### src/rtl/segment_match_collector.sv
// Collects per-fragment segment bitmaps, ANDs them and priority-encodes the lowest hit.
// Optional SEG_HIT_COUNT_EN adds a saturating hit counter on o_hit_count.
module segment_match_collector #(
  parameter int DATA_BITS = 10,
  parameter int FRAGMENTS = 5,
  parameter int FRAG_BITS = 3,
  parameter int ENTRIES   = 16,
  parameter int IDX_BITS  = 4
) (
  input  logic                 clk,
  input  logic                 reset,
  input  logic                 i_start,
  input  logic                 i_rd_valid,
  input  logic [FRAG_BITS-1:0] i_rd_frag,
  input  logic [ENTRIES-1:0]   i_rd_data,
  output logic                 o_busy,
  output logic                 o_match_valid,
  output logic [ENTRIES-1:0]   o_match_vector,
  output logic                 o_match_hit,
  output logic [IDX_BITS-1:0]  o_match_index,
  output logic                 o_frag_error
`ifdef SEG_HIT_COUNT_EN
  ,
  output logic [15:0]          o_hit_count
`endif
);

  localparam logic [1:0] S_IDLE    = 2'd0;
  localparam logic [1:0] S_COLLECT = 2'd1;
  localparam logic [1:0] S_DONE    = 2'd2;

  logic [1:0]           r_state;
  logic [FRAG_BITS-1:0] r_cnt;
  logic [ENTRIES-1:0]   r_acc;
  logic                 r_valid;
  logic [ENTRIES-1:0]   r_vec;
  logic                 r_hit;
  logic [IDX_BITS-1:0]  r_idx;
  logic                 r_err;

  logic [ENTRIES-1:0]   w_and;
  logic                 w_tag_ok;
  logic                 w_last;
  logic [IDX_BITS-1:0]  w_idx;

  assign w_and    = r_acc & i_rd_data;
  assign w_tag_ok = (i_rd_frag == r_cnt);
  assign w_last   = (r_cnt == FRAG_BITS'(FRAGMENTS - 1));

  // Scan high to low so the lowest set bit is the one that sticks
  always_comb begin
    w_idx = '0;
    for (int i = ENTRIES - 1; i >= 0; i--) begin
      if (w_and[i]) w_idx = IDX_BITS'(i);
    end
  end

  always_ff @(posedge clk) begin
    if (reset) begin
      r_state <= S_IDLE;
      r_cnt   <= '0;
      r_acc   <= '1;
      r_valid <= 1'b0;
      r_vec   <= '0;
      r_hit   <= 1'b0;
      r_idx   <= '0;
      r_err   <= 1'b0;
    end else begin
      r_valid <= 1'b0;
      if (i_start) begin
        r_state <= S_COLLECT;
        r_cnt   <= '0;
        r_acc   <= '1;
        r_err   <= 1'b0;
      end else begin
        unique case (r_state)
          S_COLLECT: begin
            if (i_rd_valid) begin
              if (w_tag_ok) begin
                r_acc <= w_and;
                if (w_last) begin
                  r_state <= S_DONE;
                  r_valid <= 1'b1;
                  r_vec   <= w_and;
                  r_hit   <= |w_and;
                  r_idx   <= w_idx;
                end else begin
                  r_cnt <= r_cnt + 1'b1;
                end
              end else begin
                r_state <= S_DONE;
                r_valid <= 1'b1;
                r_err   <= 1'b1;
                r_vec   <= '0;
                r_hit   <= 1'b0;
                r_idx   <= '0;
              end
            end
          end
          S_DONE:  r_state <= S_IDLE;
          default: r_state <= S_IDLE;
        endcase
      end
    end
  end

`ifdef SEG_HIT_COUNT_EN
  logic [15:0] r_hit_cnt;

  always_ff @(posedge clk) begin
    if (reset) begin
      r_hit_cnt <= '0;
    end else if ((r_state == S_DONE) && r_hit && (r_hit_cnt != 16'hFFFF)) begin
      r_hit_cnt <= r_hit_cnt + 16'd1;
    end
  end

  assign o_hit_count = r_hit_cnt;
`endif

  assign o_busy         = (r_state != S_IDLE);
  assign o_match_valid  = r_valid;
  assign o_match_vector = r_vec;
  assign o_match_hit    = r_hit;
  assign o_match_index  = r_idx;
  assign o_frag_error   = r_err;

endmodule

### config.mk
export PLATFORM = sky130hd
export DESIGN_NAME = segment_match_collector
export DESIGN_NICKNAME = d
export VERILOG_FILES = /design/src/rtl/segment_match_collector.sv
export SDC_FILE = /design/constraint.sdc
export NUM_CORES = 1
export LEC_CHECK = 0
export ABC_AREA = 0
export BUFFER_PORTS_ARGS = -buffer_cell sky130_fd_sc_hd__buf_2
export CAP_MARGIN = 20
export CORE_MARGIN = 2
export CORE_UTILIZATION = 25
export CTS_CLUSTER_DIAMETER = 120
export DETAILED_ROUTE_END_ITERATION = 7
export HOLD_SLACK_MARGIN = 0.08
export PLACE_DENSITY = 0.47
export SETUP_SLACK_MARGIN = 0.2
export SLEW_MARGIN = 20
export SYNTH_ARGS = -nofsm -noshare
export SYNTH_HDL_FRONTEND = slang
export SYNTH_SLANG_ARGS = --single-unit
### constraint.sdc
create_clock -name clk -period 1.45 [get_ports clk]
set_input_delay 0.29 -clock clk [delete_from_list [all_inputs] [get_ports clk]]
set_output_delay 0.29 -clock clk [all_outputs]
set_load 0.01 [all_outputs]
# Yosys cells after proc, flatten, opt, wreduce, memory -nomap -nowiden
# Index checks and enable logic that the tools add are counted.
dict set report classes {
  mux 29
  bitwise_logic 6
  multipliers 0
  shifts 0
  n_lt_le_gt_ge 0
  div_mod_pow 0
  eq_ne 6
  add_sub_neg 1
  n_reduce_logical 11
}
# cell n
set op_table {}
lappend op_table {{$mux 4} 18}
lappend op_table {{$mux 16} 2}
lappend op_table {{$and 16x16->16} 1}
lappend op_table {{$reduce_or 16->1} 1}
lappend op_table {{$reduce_and 4->1} 2}
lappend op_table {{$mux 1} 7}
lappend op_table {{$reduce_and 3->1} 2}
lappend op_table {{$not 1->1} 5}
lappend op_table {{$mux 2} 2}
lappend op_table {{$ne 4x4->1 const B} 1}
lappend op_table {{$reduce_and 2->1} 2}
lappend op_table {{$reduce_or 4->1} 1}
lappend op_table {{$add 3x1->3 const B} 1}
lappend op_table {{$eq 3x3->1} 1}
lappend op_table {{$eq 3x3->1 const B} 1}
lappend op_table {{$ne 3x3->1 const B} 1}
lappend op_table {{$reduce_or 3->1} 1}
lappend op_table {{$eq 2x1->1 const B} 1}
lappend op_table {{$ne 2x1->1 const B} 1}
lappend op_table {{$reduce_bool 2->1} 1}
lappend op_table {{$reduce_or 2->1} 1}
dict set report word_totals {
  romBits 0
  regBits 44
  latchBits 0
  out_inout_bits 24
  mem_count 0
  word_cells 62
  ramBits 0
}

# Longest topological paths before layout
dict set report depth {
  ltp_word 19
  depth_mapped 7
  ltp_nobuf 6
}

# Worst setup path before layout
# No wires, ideal clock.
dict set report synth_path {
  path_type {reg-to-reg}
  start {register r_cnt[0]}
  end {register r_hit (netlist: o_match_hit)}
  required_ns 1.380
  stages_incl_launch_ff 8
  slack_ns -0.003
  setup_ns 0.070
  t_arrival_ns 1.383
  synth_period_minus_slack_ns 1.453
  n_path_buf 1
  cell_sequence {dfxtp_1 > inv_1 > ha_1 > and2_1 > o21ai_1 > buf_2 > nand2_1 > a21oi_1}
}
dict set report synth_between {
  elab_chain_cells 3
  word_cells_on_any_way 5
  classes_between {eq/ne: 3; mux: 1; reduce/logical: 1}
}
# item line_no
set synth_lines {}
lappend synth_lines {{start: declaration} 33} ;# logic [FRAG_BITS-1:0] r_cnt;
lappend synth_lines {{start signal: assignment} 88} ;# r_cnt <= r_cnt + 1'b1;
lappend synth_lines {{$eq 3x3->1, on equally long branches} {47, 48}}
lappend synth_lines {{$ne 2x1->1 (no line)} -}
lappend synth_lines {{$reduce_and 4->1 (no line)} -}
lappend synth_lines {{end signal: assignment} 85} ;# r_hit <= |w_and;
lappend synth_lines {{end: declaration} 37} ;# logic r_hit;
# Several ways; a longest one is shown, not always the timed one.
# A chain may end at the register's enable or synchronous reset.

# Final worst setup path
dict set report layout_path {
  start {register r_cnt[0]}
  end {register r_vec[4] (netlist: o_match_vector[4])}
}
dict set report layout_between {
  elab_chain_cells 3
  word_cells_on_any_way 5
  classes_between {eq/ne: 3; mux: 1; reduce/logical: 1}
}
# item line_no
set layout_lines {}
lappend layout_lines {{$eq 3x3->1, on equally long branches} {47, 48}}
lappend layout_lines {{$ne 2x1->1 (no line)} -}
lappend layout_lines {{$reduce_and 4->1 (no line)} -}
lappend layout_lines {{end signal: assignment} 84} ;# r_vec <= w_and;
lappend layout_lines {{end: declaration} 36} ;# logic [ENTRIES-1:0] r_vec;
# Several ways; a longest one is shown, not always the timed one.

==> impl_metrics.py <==
metrics = {
    "logic_synthesis": {
        "syn_area_per_cell_sq_um": 8.73,
        "synth_common_cells": "dfxtp_1 (44), nand2_1 (35), nor2_1 (24)",
        "synth_top_area_cell": "dfxtp_1",
        "ys_seq_elements": 44,
        "synthDominantCellAreaShare": 0.494,
        "synthTopCellsByArea": "dfxtp_1 (49%), a32oi_1 (8.4%), nand2_1 (7.4%), o21ai_0 (5.3%), nor2_1 (5.1%)",
        "netlist_area_sq_mm": 0.00178,
        "synth_edf_count": 0,
        "syn_nets": 229,
        "synth_seq_area_share": 0.494,
        "syn_inst": 204,
        "yosysWarningCount": 0,
        "synth.most_common_cell": "dfxtp_1",
        "ys_async_sr_fraction": 0,
        "yosysUniqueCellTypes": 33,
        "ys.flop_type": "dfxtp_1",
    },
    "detailed_routing": {
        "ant_nets": 0,
        "drt_first_pass_iters": 4,
        "wl_um": 5020,
        "vias": 1727,
        "wl_per_cell_um": 13.7,
        "vias_per_cell": 4.73,
        "drc": 0,
        "drt_iter0_drc": 106,
    },
    "worst_setup_path": {
        "worstPathArrival_ns": 1.73,
        "worstSetupEndpointType": "flop",
        "required_ns": 1.69,
        "startpoint_type": "flop",
        "crit_fanout": 7,
        "path_class": "flop to flop",
    },
    "floorplan": {
        "die_h_um": 88.4,
        "row_count": 30,
        "initial_core_util": 0.261,
        "io_pins": 47,
        "dieArea_sq_mm": 0.00782,
        "coreArea_sq_mm": 0.00683,
        "die_x_um": 88.4,
    },
    "place": {
        "finalWeightedCongestion": 0.755,
        "portBuffers": 46,
        "detailed_place_hpwl_um": 3430,
        "dp_cells": 350,
    },
    "power": {
        "p_per_area_mw_per_mm2": 904,
        "p_total_mw": 2.36,
        "p_leak_nw": 1.10,
        "ir_worst_vdd_uv": 334,
    },
    "grt": {
        "grt_overflow_total": 0,
        "grt_start_max_net_pins": 22,
        "track_usage": 0.132,
        "grt_pass1_vias": 1656,
        "antenna_found_initial": 0,
        "grt_pass1_wl_um": 7910,
    },
    "cells_and_area": {
        "instances_no_fill": 365,
        "nNetsFinal": 293,
        "diodes": 0,
        "drive_gt1_frac": 0.416,
        "finish.utilization": 0.383,
        "syn2layout_area_growth_pct": 46.8,
    },
    "timing": {
        "period_share": 1.03,
        "hold_viol_final": 0,
        "min_period_ns": 1.49,
        "setup_viol": 15,
        "grt_setup_unrepaired": "yes",
        "slew_viol_final": 0,
        "fin_setup_tns_ns": -0.330,
        "worst_pin_slew_ns": 0.502,
        "max_freq_mhz": 672,
        "fin_ws_ns": -0.0384,
        "slew_headroom": 0.664,
        "clock_skew_ns": 0.00750,
    },
    "clock_tree": {
        "cts_max_path_buffers": 2,
        "clock-root-buffer": "clkbuf_8",
        "cts_htree_levels": 2,
        "cts_tree": "built",
        "cts-buffers-inserted": 5,
        "clk_latency_ns": 0.30,
        "clkSlewWorstSetupHoldPaths_ns": 0.08,
        "cts_sinks": 44,
        "ctsHoldBuffers": 0,
    },
    "run_status": {
        "violations": "setup timing",
        "status": "finished with violations",
    },
    "min_path": {
        "min_path_type": "input pin to flop",
    },
    "run": {
        "drv_cap": 0,
    },
}
==> what timing repair did <==
| item | in CTS | in global routing |
|---|---|---|
| cloned | 1 | 1 |
| endpoints found under the setup margin | 43 | 44 |
| pin swaps | 7 | 2 |
| resized for setup | 44 | 15 |
| setup buffers | 2 | 3 |
==> cell type report <==
type	instances	area [sq um]
timing repair buffer	66	459
multi-input combinational	147	1020
inverter	4	15.0
clock inverter	2	35.0
sequential	44	892
tap	96	120
clock buffer	6	72.6
fill	739	4220
==> where the power goes <==
| group | switching [mW] | internal [mW] |
|---|---|---|
| registers | 0.00384 | 1.21 |
| clock network | 0.425 | 0.512 |
| logic | 0.118 | 0.0960 |
| total | 0.546 | 1.82 |
==> metal layers <==
layer | part of all wire | vias to the layer above | track usage
met2 | 0.46 | 43 | 0.204
met3 | 0.056 | 8 | 0.0392
li1 | - | 873 | -
met5 | 0 | - | 0
met4 | 0.015 | 0 | 0.0482
met1 | 0.47 | 803 | 0.174
==> kinds of logic (layout without fill, tap and decap cells) <==
| logic type | Yosys count | in the layout | share of synthesized area |
|---|---|---|---|
| AOI/OAI and AO/OA | 62 | 62 | 0.239 |
| buffers and inverters | 13 | 78 | 0.0316 |
| and+or+nand+nor | 79 | 79 | 0.197 |
| adders and majority gates | 2 | 2 | 0.0140 |
| xor gates and xnor gates | 4 | 4 | 0.0239 |
| DFF | 44 | 44 | 0.494 |
==> path summary, 6_finish.rpt <==
| check | end | slack (ns) | cells after the start | start |
|---|---|---|---|---|
| hold reg to reg | o_match_index[3]$_SDFFE_PP0P_ | 0.46 | 2 | o_match_index[3]$_SDFFE_PP0P_ |
| setup / recovery | o_match_vector[4]$_SDFFE_PP0P_ | -0.04 | 7 | r_cnt[0]$_SDFFE_PP0P_ |
| hold / removal | r_acc[5]$_SDFFE_PP1P_ | 0.23 | 3 | i_rd_data[5] |
| setup reg to reg | o_match_vector[4]$_SDFFE_PP0P_ | -0.04 | 7 | r_cnt[0]$_SDFFE_PP0P_ |
==> sequential cells by signal, indices dropped and copies added (netlist names) <==
register	cells
o_match_index	4
o_frag_error	1
o_match_hit	1
o_match_valid	1
r_state	2
o_match_vector	16
r_acc	16
r_cnt	3
==> cell usage in the layout, fill, tap and decap left out, types with 4 or more instances in the layout <==
cell type  Yosys  final
buf_2          3     45
a32oi_1       17     17
clkbuf_8       0      5
nand3_1        6      5
nor2_1        24     23
a21oi_1        5      4
buf_4          1     11
o21ai_1        4      6
nand2_1       35     35
buf_6          0      5
o21ai_2        0     15
dfxtp_1       44     39
==> stage by stage <==
stage	setup slack [ns]	hold slack, ns	instance area [sq um]
final	-0.0384	0.228	2620
after global routing	-0.113	0.234	2620
after detailed placement	-0.0985	0.456	2260
after CTS	-0.0176	0.222	2490
after global placement	-0.0638	0.460	2260
after floorplan	0.0689	0.360	1840
==> critical path: stages (launching register included) <==
cell and delay (ns):
dfxtp_4 0.40, inv_2 0.07, ha_4 0.18, and2_4 0.17, o21ai_4 0.25, buf_4 0.21, a32oi_1 0.06, nor2_1 0.09
No activity file was read; power rests on OpenSTA's default activity.
